File: src/rtl/lsu_pkg.sv
// Shared LSU sizing and the memory-scheduler state encoding.
package lsu_pkg;

   localparam int unsigned LDQ_SIZE = 8;
   localparam int unsigned STQ_SIZE = 8;

   typedef enum logic [1:0] {
      IDLE,
      REQ,
      WAIT
   } sched_state_e;

endpackage

File: src/rtl/lsu_mem_scheduler_if.sv
// Queue-status and memory-port bundle between the LSU queues, the scheduler and data memory.
interface lsu_mem_scheduler_if #(
   parameter int unsigned LDQ_SIZE = lsu_pkg::LDQ_SIZE,
   parameter int unsigned STQ_SIZE = lsu_pkg::STQ_SIZE
);
   localparam int unsigned LDQ_W = $clog2(LDQ_SIZE);
   localparam int unsigned STQ_W = $clog2(STQ_SIZE);

   logic [LDQ_SIZE-1:0] ldq_ready;
   logic [LDQ_W-1:0]    ldq_head;
   logic [STQ_SIZE-1:0] stq_ready;
   logic [STQ_W-1:0]    stq_head;
   logic                stq_full;
   logic                flush;

   logic                mem_req_valid;
   logic                mem_req_ready;
   logic                mem_req_is_store;
   logic [LDQ_W-1:0]    mem_req_ldq_index;
   logic [STQ_W-1:0]    mem_req_stq_index;
   logic                mem_resp_valid;

   logic                load_executed;
   logic [LDQ_W-1:0]    ldq_mem_stage_index;
   logic                store_executed;
   logic [STQ_W-1:0]    store_executed_index;

   modport master (
      input  ldq_ready, ldq_head, stq_ready, stq_head, stq_full, flush,
      input  mem_req_ready, mem_resp_valid,
      output mem_req_valid, mem_req_is_store, mem_req_ldq_index, mem_req_stq_index,
      output load_executed, ldq_mem_stage_index, store_executed, store_executed_index
   );

   modport slave (
      output ldq_ready, ldq_head, stq_ready, stq_head, stq_full, flush,
      output mem_req_ready, mem_resp_valid,
      input  mem_req_valid, mem_req_is_store, mem_req_ldq_index, mem_req_stq_index,
      input  load_executed, ldq_mem_stage_index, store_executed, store_executed_index
   );

endinterface

File: src/rtl/circular_priority_picker.sv
// Finds the first set ready bit walking forward from head, wrapping modulo SIZE.
module circular_priority_picker #(
   parameter int unsigned SIZE = 8
) (
   input  logic [SIZE-1:0]         ready,
   input  logic [$clog2(SIZE)-1:0] head,
   output logic                    valid,
   output logic [$clog2(SIZE)-1:0] index
);
   localparam int unsigned W = $clog2(SIZE);

   // Walk from the farthest offset down so the nearest-to-head hit is written last.
   always_comb begin
      valid = 1'b0;
      index = '0;
      for (int k = SIZE - 1; k >= 0; k--) begin
         if (ready[head + W'(k)]) begin
            valid = 1'b1;
            index = head + W'(k);
         end
      end
   end

endmodule

File: src/rtl/lsu_mem_scheduler.sv
// Arbitrates the oldest ready load against the committed STQ head onto the single data-memory
// port, tracking one outstanding access with store-starvation protection and flush handling.
module lsu_mem_scheduler #(
   parameter int unsigned LDQ_SIZE     = lsu_pkg::LDQ_SIZE,
   parameter int unsigned STQ_SIZE     = lsu_pkg::STQ_SIZE,
   parameter int unsigned STARVE_LIMIT = 4
) (
   input logic                 clk,
   input logic                 rst_n,
   lsu_mem_scheduler_if.master bus
);
   import lsu_pkg::*;

   localparam int unsigned LDQ_W = $clog2(LDQ_SIZE);
   localparam int unsigned STQ_W = $clog2(STQ_SIZE);
   localparam int unsigned CNT_W = $clog2(STARVE_LIMIT + 1);

   sched_state_e     state_q;
   logic             is_store_q;
   logic [LDQ_W-1:0] ldq_idx_q;
   logic [STQ_W-1:0] stq_idx_q;
   logic [CNT_W-1:0] starve_cnt_q;

   logic             ld_valid;
   logic [LDQ_W-1:0] ld_idx;
   logic             st_valid;
   logic             pick_store;
   logic             arb_go;
   logic             do_grant;

   circular_priority_picker #(
      .SIZE (LDQ_SIZE)
   ) u_ldq_picker (
      .ready (bus.ldq_ready),
      .head  (bus.ldq_head),
      .valid (ld_valid),
      .index (ld_idx)
   );

   always_comb begin
      st_valid   = bus.stq_ready[bus.stq_head];
      pick_store = st_valid &&
                   (!ld_valid || bus.stq_full || (starve_cnt_q == CNT_W'(STARVE_LIMIT)));
      arb_go     = (st_valid || ld_valid) && !bus.flush;
      do_grant   = arb_go && ((state_q == IDLE) || ((state_q == WAIT) && bus.mem_resp_valid));
   end

   always_ff @(posedge clk or negedge rst_n) begin
      if (!rst_n) begin
         state_q      <= IDLE;
         is_store_q   <= 1'b0;
         ldq_idx_q    <= '0;
         stq_idx_q    <= '0;
         starve_cnt_q <= '0;
      end else begin
         unique case (state_q)
            IDLE: if (arb_go) state_q <= REQ;
            // A load may still be squashed by flush; a store here is already committed.
            REQ: begin
               if (!is_store_q && bus.flush) state_q <= IDLE;
               else if (bus.mem_req_ready)   state_q <= WAIT;
            end
            WAIT: if (bus.mem_resp_valid) state_q <= arb_go ? REQ : IDLE;
            default: state_q <= IDLE;
         endcase

         if (do_grant) begin
            is_store_q <= pick_store;
            if (pick_store) begin
               stq_idx_q    <= bus.stq_head;
               starve_cnt_q <= '0;
            end else begin
               ldq_idx_q <= ld_idx;
               if (st_valid && (starve_cnt_q != CNT_W'(STARVE_LIMIT))) begin
                  starve_cnt_q <= starve_cnt_q + 1'b1;
               end
            end
         end
      end
   end

   assign bus.mem_req_valid        = (state_q == REQ);
   assign bus.mem_req_is_store     = is_store_q;
   assign bus.mem_req_ldq_index    = ldq_idx_q;
   assign bus.mem_req_stq_index    = stq_idx_q;
   assign bus.load_executed        = (state_q == REQ) && !is_store_q && bus.mem_req_ready &&
                                     !bus.flush;
   assign bus.ldq_mem_stage_index  = ldq_idx_q;
   assign bus.store_executed       = (state_q == WAIT) && is_store_q && bus.mem_resp_valid;
   assign bus.store_executed_index = stq_idx_q;

endmodule

File: src/flat_wrapper.sv
// flat-port wrapper written by rule: the top's interface ports become plain ports
module lsu_mem_scheduler_flat import lsu_pkg::*;
#(
   parameter int unsigned LDQ_SIZE     = lsu_pkg::LDQ_SIZE,
   parameter int unsigned STQ_SIZE     = lsu_pkg::STQ_SIZE,
   parameter int unsigned STARVE_LIMIT = 4
)
  (clk, rst_n, bus_ldq_ready, bus_ldq_head, bus_stq_ready, bus_stq_head, bus_stq_full, bus_flush, bus_mem_req_ready, bus_mem_resp_valid, bus_mem_req_valid, bus_mem_req_is_store, bus_mem_req_ldq_index, bus_mem_req_stq_index, bus_load_executed, bus_ldq_mem_stage_index, bus_store_executed, bus_store_executed_index);
  lsu_mem_scheduler_if #(.LDQ_SIZE(LDQ_SIZE), .STQ_SIZE(STQ_SIZE)) bus_i ();
  input logic clk;
  input logic rst_n;
  input wire logic [$bits(bus_i.ldq_ready)-1:0] bus_ldq_ready;
  input wire logic [$bits(bus_i.ldq_head)-1:0] bus_ldq_head;
  input wire logic [$bits(bus_i.stq_ready)-1:0] bus_stq_ready;
  input wire logic [$bits(bus_i.stq_head)-1:0] bus_stq_head;
  input wire logic [$bits(bus_i.stq_full)-1:0] bus_stq_full;
  input wire logic [$bits(bus_i.flush)-1:0] bus_flush;
  input wire logic [$bits(bus_i.mem_req_ready)-1:0] bus_mem_req_ready;
  input wire logic [$bits(bus_i.mem_resp_valid)-1:0] bus_mem_resp_valid;
  output wire logic [$bits(bus_i.mem_req_valid)-1:0] bus_mem_req_valid;
  output wire logic [$bits(bus_i.mem_req_is_store)-1:0] bus_mem_req_is_store;
  output wire logic [$bits(bus_i.mem_req_ldq_index)-1:0] bus_mem_req_ldq_index;
  output wire logic [$bits(bus_i.mem_req_stq_index)-1:0] bus_mem_req_stq_index;
  output wire logic [$bits(bus_i.load_executed)-1:0] bus_load_executed;
  output wire logic [$bits(bus_i.ldq_mem_stage_index)-1:0] bus_ldq_mem_stage_index;
  output wire logic [$bits(bus_i.store_executed)-1:0] bus_store_executed;
  output wire logic [$bits(bus_i.store_executed_index)-1:0] bus_store_executed_index;
  assign bus_i.ldq_ready = bus_ldq_ready;
  assign bus_i.ldq_head = bus_ldq_head;
  assign bus_i.stq_ready = bus_stq_ready;
  assign bus_i.stq_head = bus_stq_head;
  assign bus_i.stq_full = bus_stq_full;
  assign bus_i.flush = bus_flush;
  assign bus_i.mem_req_ready = bus_mem_req_ready;
  assign bus_i.mem_resp_valid = bus_mem_resp_valid;
  assign bus_mem_req_valid = bus_i.mem_req_valid;
  assign bus_mem_req_is_store = bus_i.mem_req_is_store;
  assign bus_mem_req_ldq_index = bus_i.mem_req_ldq_index;
  assign bus_mem_req_stq_index = bus_i.mem_req_stq_index;
  assign bus_load_executed = bus_i.load_executed;
  assign bus_ldq_mem_stage_index = bus_i.ldq_mem_stage_index;
  assign bus_store_executed = bus_i.store_executed;
  assign bus_store_executed_index = bus_i.store_executed_index;
  lsu_mem_scheduler #(.LDQ_SIZE(LDQ_SIZE), .STQ_SIZE(STQ_SIZE), .STARVE_LIMIT(STARVE_LIMIT)) u_core (.clk(clk), .rst_n(rst_n), .bus(bus_i));
endmodule
File: config.mk
export PLATFORM = sky130hd
export DESIGN_NAME = lsu_mem_scheduler_flat
export DESIGN_NICKNAME = d
export VERILOG_FILES = /design/src/rtl/lsu_pkg.sv /design/src/rtl/lsu_mem_scheduler_if.sv /design/src/rtl/circular_priority_picker.sv /design/src/rtl/lsu_mem_scheduler.sv /design/src/flat_wrapper.sv
export SDC_FILE = /design/constraint.sdc
export NUM_CORES = 1
export LEC_CHECK = 0
export CELL_PAD_IN_SITES_DETAIL_PLACEMENT = 0
export CELL_PAD_IN_SITES_GLOBAL_PLACEMENT = 1
export CORE_MARGIN = 3
export CORE_UTILIZATION = 34
export DETAILED_ROUTE_END_ITERATION = 12
export GPL_TIMING_DRIVEN = 0
export PLACE_DENSITY = 0.75
export SLEW_MARGIN = 10
export SYNTH_ARGS = -nofsm -noshare
export SYNTH_HDL_FRONTEND = slang
export SYNTH_SLANG_ARGS = --single-unit
export TNS_END_PERCENT = 50
File: constraint.sdc
create_clock -name clk -period 1.79 [get_ports clk]
set_clock_uncertainty 0.2 [all_clocks]
set_input_delay 0.4475 -clock clk [delete_from_list [all_inputs] [get_ports clk]]
set_output_delay 0.4475 -clock clk [all_outputs]
set_load 0.01 [all_outputs]
After elaboration in Yosys (flattened, before gate mapping)

Cells that the tools add are included.

Reduce and logical (&&, ||, !) cells: 24
Multiplexer cells: 42
$add $sub $neg: 8
Equality and inequality tests: 7
Magnitude comparators: 9
Bitwise operators: 1

Operators by type and width:

| cell                                                        | number |
|---|---|
| less-than comparator 3 x 4 -> 1 bit (second input constant) | 9 |
| 2-to-1 mux 3 bit                                            | 10 |
| binary-select mux 1 bit (select 3 bit)                      | 9 |
| 2-to-1 mux 1 bit                                            | 18 |
| adder 3 bit (second input constant)                         | 4 |
| logical AND 1 bit                                           | 11 |
| 2-to-1 mux 2 bit                                            | 4 |
| adder 3 x 1 -> 3 bit (second input constant)                | 2 |
| adder 3 x 2 -> 3 bit (second input constant)                | 2 |
| one-hot mux 2 bit (3 select lines)                          | 1 |
| AND reduction 2 bit                                         | 3 |
| logical OR 1 bit                                            | 4 |
| == test 3 bit (second input constant)                       | 1 |
| logical NOT 1 bit                                           | 3 |
| != test 3 x 2 -> 1 bit (second input constant)              | 1 |
| != test 3 bit (second input constant)                       | 1 |
| AND reduction 3 bit                                         | 1 |
| == test 2 x 1 -> 1 bit (second input constant)              | 1 |
| == test 2 bit (second input constant)                       | 1 |
| logical NOT 2 bit                                           | 1 |
| != test 2 x 1 -> 1 bit (second input constant)              | 1 |
| != test 2 bit (second input constant)                       | 1 |
| nonzero test 2 bit                                          | 1 |
| NOT 1 bit                                                   | 1 |

Word-level logic and storage cells: 96
Output and inout port bits: 16
Flip-flop bits (word level): 12

Logic depth before layout (Yosys ltp)

Word-level depth: 17
Gate-level depth with buffers: 13

Modules after synthesis

From an unflattened synthesis, not the netlist that was laid out.

Cell total of the unflattened synthesis: 149
Area, all modules: 1472.7 um^2

Modules (own cells, without submodules):

| module                   | area an instance (um^2) | sequential area each (um^2) | cells an instance | times used |
|---|---|---|---|---|
| circular_priority_picker | 782.0                   | 0.0                         | 90                | 1 |
| lsu_mem_scheduler        | 690.7                   | 300.3                       | 59                | 1 |

Worst setup path before layout

No wires, ideal clock.

Path kind: input to register
From: input port bus_ldq_head[0]
To: register u_core.ldq_idx_q[1] (netlist: u_core.bus.ldq_mem_stage_index[1])
Arrival time: 2.947 ns
Cell stages on the path: 13
Path buffers: 5
Setup slack: -1.483 ns
Cells stage by stage: buf_6 buf_2 buf_2 inv_1 ha_1 buf_2 buf_2 mux2_2 nor3_1 a221oi_2 a2111oi_0 o211a_1 o31ai_1

Word-level cells in the longest chain between the ends: 17
Elaborated cells between the ends (all ways): 48

RTL lines:

| item                                   | line                                                           | text |
|---|---|---|
| from (decl)                            | flat_wrapper.sv:13                                             | `input wire logic [$bits(bus_i.ldq_head)-1:0] bus_ldq_head;` |
| adder 3 bit                            | circular_priority_picker.sv:17, circular_priority_picker.sv:19 |  |
| binary-select mux 1 bit (select 3 bit) | circular_priority_picker.sv:17                                 | `if (ready[head + W'(k)]) begin` |
| 2-to-1 mux 1 bit (not written as such) | circular_priority_picker.sv:17                                 |  |
| 2-to-1 mux 1 bit (8 in series)         | circular_priority_picker.sv:17                                 |  |
| logical NOT 1 bit                      | lsu_mem_scheduler.sv:43                                        | `(!ld_valid \|\| bus.stq_full \|\| (starve_cnt_q == CNT_W'(STARVE_LIMIT)));` |
| logical OR 1 bit (2 in series)         | lsu_mem_scheduler.sv:43                                        |  |
| logical AND 1 bit                      | lsu_mem_scheduler.sv:42                                        | `pick_store = st_valid &&` |
| NOT 1 bit (no line)                    | -                                                              |  |
| AND reduction 2 bit (no line)          | -                                                              |  |
| to (signal assigned)                   | lsu_mem_scheduler.sv:73                                        | `ldq_idx_q <= ld_idx;` |
| to (decl)                              | lsu_mem_scheduler.sv:20                                        | `logic [LDQ_W-1:0] ldq_idx_q;` |

Several ways; a longest one is shown, not always the timed one. The select of a mux whose other input is x is not followed.
A chain may end at the register's enable or synchronous reset.

Worst setup path in the final report

From: input port bus_ldq_head[0]
To: register u_core.stq_idx_q[1] (netlist: u_core.bus.mem_req_stq_index[1])

Word-level cells in the longest chain between the ends: 16
Elaborated cells between the ends (all ways): 39

RTL lines:

| item                                   | line                           | text |
|---|---|---|
| adder 3 bit                            | circular_priority_picker.sv:17 |  |
| binary-select mux 1 bit (select 3 bit) | circular_priority_picker.sv:17 |  |
| 2-to-1 mux 1 bit (not written as such) | circular_priority_picker.sv:17 |  |
| 2-to-1 mux 1 bit (7 in series)         | circular_priority_picker.sv:17 |  |
| 2-to-1 mux 1 bit *                     | circular_priority_picker.sv:17 |  |
| logical NOT 1 bit                      | lsu_mem_scheduler.sv:43        |  |
| logical OR 1 bit (2 in series)         | lsu_mem_scheduler.sv:43        |  |
| logical AND 1 bit                      | lsu_mem_scheduler.sv:42        |  |
| AND reduction 2 bit (no line) *        | -                              |  |
| to (signal assigned)                   | lsu_mem_scheduler.sv:70        | `stq_idx_q <= bus.stq_head;` |
| to (decl)                              | lsu_mem_scheduler.sv:21        | `logic [STQ_W-1:0] stq_idx_q;` |

Mark *: on every way between the ends. The rest lies on a longest branch, timed or not. The select of a mux whose other input is x is not followed.

==> reports/results.txt <==
Final critical path time including I/O delays and setup: 2.62 ns
Mapped Cells: 180
Synthesized Nets: 212
Htree depth: 1
Syn-to-layout area delta: 55.1%
DRC Markers: 0
Post-synth EDFFs: 0
Mean area per synthesized cell: 9.44 um^2
Routed vias: 1668
Non-Filler Instances: 308
WS Path Type: primary input to flop
Warnings from Yosys: 0
Worst EP arrival: 2.54 ns
CP startpoint: bus_ldq_head[0]
Max Slew Vio Count: 0
TritonRoute pass-1 iters: 4
CTS buffer count: 3
Tightest Pin Transition: 0.789 ns
Initial antenna violation count: 0
Row Count: 25
Nets: 274
Die area: 5880 um^2
Drt via density: 5.42
Antenna Violating Nets Remaining: 0
Skew-Pair Late Insertion Delay: 0.24 ns
Dpl cells: 289
RR Startpoint: u_core.state_q[1]
First-pass GRT wire length: 8300 um
Outcome: finished with violations
IO Pins: 44
Pin count of the biggest net entering global routing: 13
Ant diodes: 0
Setup WS post-layout: -0.825 ns
Violated checks: negative setup slack
CTS tree: built
Total grt overflow: 0
DP Area: 2310 um^2
Cell area after synthesis: 1700 um^2
Max VDD drop: 0.000258 V
Die height: 76.7 um
PortBufs: 42
Dpl hpwl: 3660 um
Util after Layout: 55.1%
Most used DFF post-synth: dfrtp_1
Cell at the root of the clock tree: clkbuf_8
Vias in the first global route: 1661
Hold Slack: 0.324 ns
Async set or reset register ratio after synthesis: 100%
Initial core utilization: 35.5%
Placer Congestion: 0.853
Max_cap viols: 0
Critical Path Fanout Max: 8
Yosys reg bits: 12
Setup crit end kind: flop
Reg clk slew, reported paths: 0.05 ns
# fillers: 465
Fin area: 2640 um^2
Endpoints failing hold: 0
Slew margin rel.: 47.1%
Die width: 76.7 um
PwrDens: 796 nW/um^2
Routed len/inst: 16.0 um
Clk buf depth: 2
Number of DRC markers in iteration 0: 66
Static Leakage: 1.10 nW
Core area: 4790 um^2
Period utilisation layout: 146%
RSZ-0062 raised after global routing: yes
Number of distinct library cells after synthesis: 51
Setup violations, final: 11
Type of origin of the critical path: primary input
Fmax: 382 MHz
Ratio of cells with drive above 1 in the final layout: 42.3%
CTS Sinks: 12
Final Routed Wirelength: 4930 um
Worst hold path class: flop to flop
Post-synthesis sequential area ratio: 17.7%
Critical hold path startpoint: u_core.starve_cnt_q[1]
Aggregate global-route resource usage: 16.9%
Total power: 2.10 mW
Worst Path Required: 1.72 ns
==> final cells by class <==
cell class | instances | area, um^2 | share of cell area [%]
tap | 67 | 83.8 | 3.18
multi-input combinational | 142 | 1480 | 56.1
timing repair buffer | 59 | 504 | 19.1
buffer | 15 | 173 | 6.55
clock buffer | 4 | 55.1 | 2.09
inverter | 9 | 41.3 | 1.57
sequential | 12 | 300 | 11.4
==> timing repair <==
action                                  in CTS  in global routing
endpoints found under the setup margin      27                 13
gates resized for setup                     82                 20
pin swaps                                   19                  8
buffers inserted                            14                  3
hold buffers                                 0                  0
endpoints found under the hold margin        0                  0
==> final timing paths <==
path | slack (ns) | cells past startpoint | end
min in group asynchronous | 0.37 | 1 | u_core.starve_cnt_q[0]
hold reg to reg | 0.32 | 1 | u_core.starve_cnt_q[1]
max in group asynchronous | 0.66 | 1 | u_core.state_q[1]
hold / removal | 0.32 | 1 | u_core.starve_cnt_q[1]
setup reg to reg | -0.44 | 4 | u_core.bus.mem_req_stq_index[1]
setup / recovery | -0.83 | 12 | u_core.bus.mem_req_stq_index[1]
==> layout by cell type (no fill, tap or decap), types with 6 or more instances in the layout <==
master            n
mux2_4            7
mux4_2           14
dfrtp_1          12
nand2_1          17
buf_4            29
dlygate4sd2_1    19
inv_1             6
mux2i_1           9
a21oi_1           7
clkdlybuf4s50_1  12
==> logic make-up (layout without fill, tap and decap cells) <==
group                      Yosys count  count (layout)  share of synthesized area, %
and+or+nand+nor                     49              49                          15.2
muxes                               36              36                          32.2
adders and majority gates            4               4                          2.95
AOI/OAI and AO/OA                   47              47                          19.6
buffers and inverters               26              87                          8.84
xor gates and xnor gates             6               6                          3.54
DFF                                 12              12                          17.7
==> critical path, stage by stage <==
cell	delay, ns
buf_8	0.10
buf_12	0.11
buf_12	0.11
buf_12	0.12
inv_8	0.05
ha_4	0.23
or3_4	0.40
a21oi_2	0.16
o211ai_2	0.16
and2_4	0.19
nor2_4	0.14
mux2_4	0.31
==> sequential cells by signal (all words and copies together) (netlist names) <==
signal                          count
u_core.starve_cnt_q                 3
u_core.state_q                      2
u_core.bus.mem_req_stq_index        3
u_core.bus.ldq_mem_stage_index      3
u_core.bus.mem_req_is_store         1
==> synthesized netlist by cell type (2+ instances only) <==
cell type  count  area [um^2]
nand2_1       17         63.8
mux4_2        14          315
mux2i_1       13          130
dfrtp_1       12          300
a21oi_1       10         50.1
inv_1          9         33.8
buf_4          8         60.1
nor2_1         7         26.3
buf_2          6         30.0
o21ai_0        6         30.0
mux2_1         5         56.3
nor2b_1        5         31.3
nor3_1         5         25.0
o211ai_1       5         37.5
a211oi_1       4         30.0
a31oi_1        4         25.0
ha_1           4         50.1
mux2_2         4         45.0
nand2b_1       3         18.8
xor2_1         3         26.3
a22o_1         2         17.5
and3_1         2         12.5
buf_6          2         22.5
o31ai_1        2         15.0
xnor2_1        2         17.5
==> through the flow <==
stage | TNS (ns) | setup slack [ns]
after global routing | -9.11 | -0.889
after detailed placement | -20.48 | -1.92
after global placement | -20.57 | -1.93
after CTS | -8.21 | -0.851
after floorplan | -9.88 | -1.07
final | -8.23 | -0.825
==> layer usage <==
metal / vias up / wire length, um / global-route usage, %
li1: 810 / - / -
met1: 805 / 2060 / 21.6
met2: 47 / 2540 / 30.1
met3: 6 / 241 / 2.46
met4: 0 / 87 / 3.80
met5: - / 0 / 0
==> where the power goes <==
part / switching [mW] / total, mW / internal [mW]
Clock: 0.0987 / 0.293 / 0.194
Combinational: 0.576 / 1.29 / 0.713
Sequential: 0.116 / 0.515 / 0.399
Note: power is estimated with default switching activity, not from simulation.
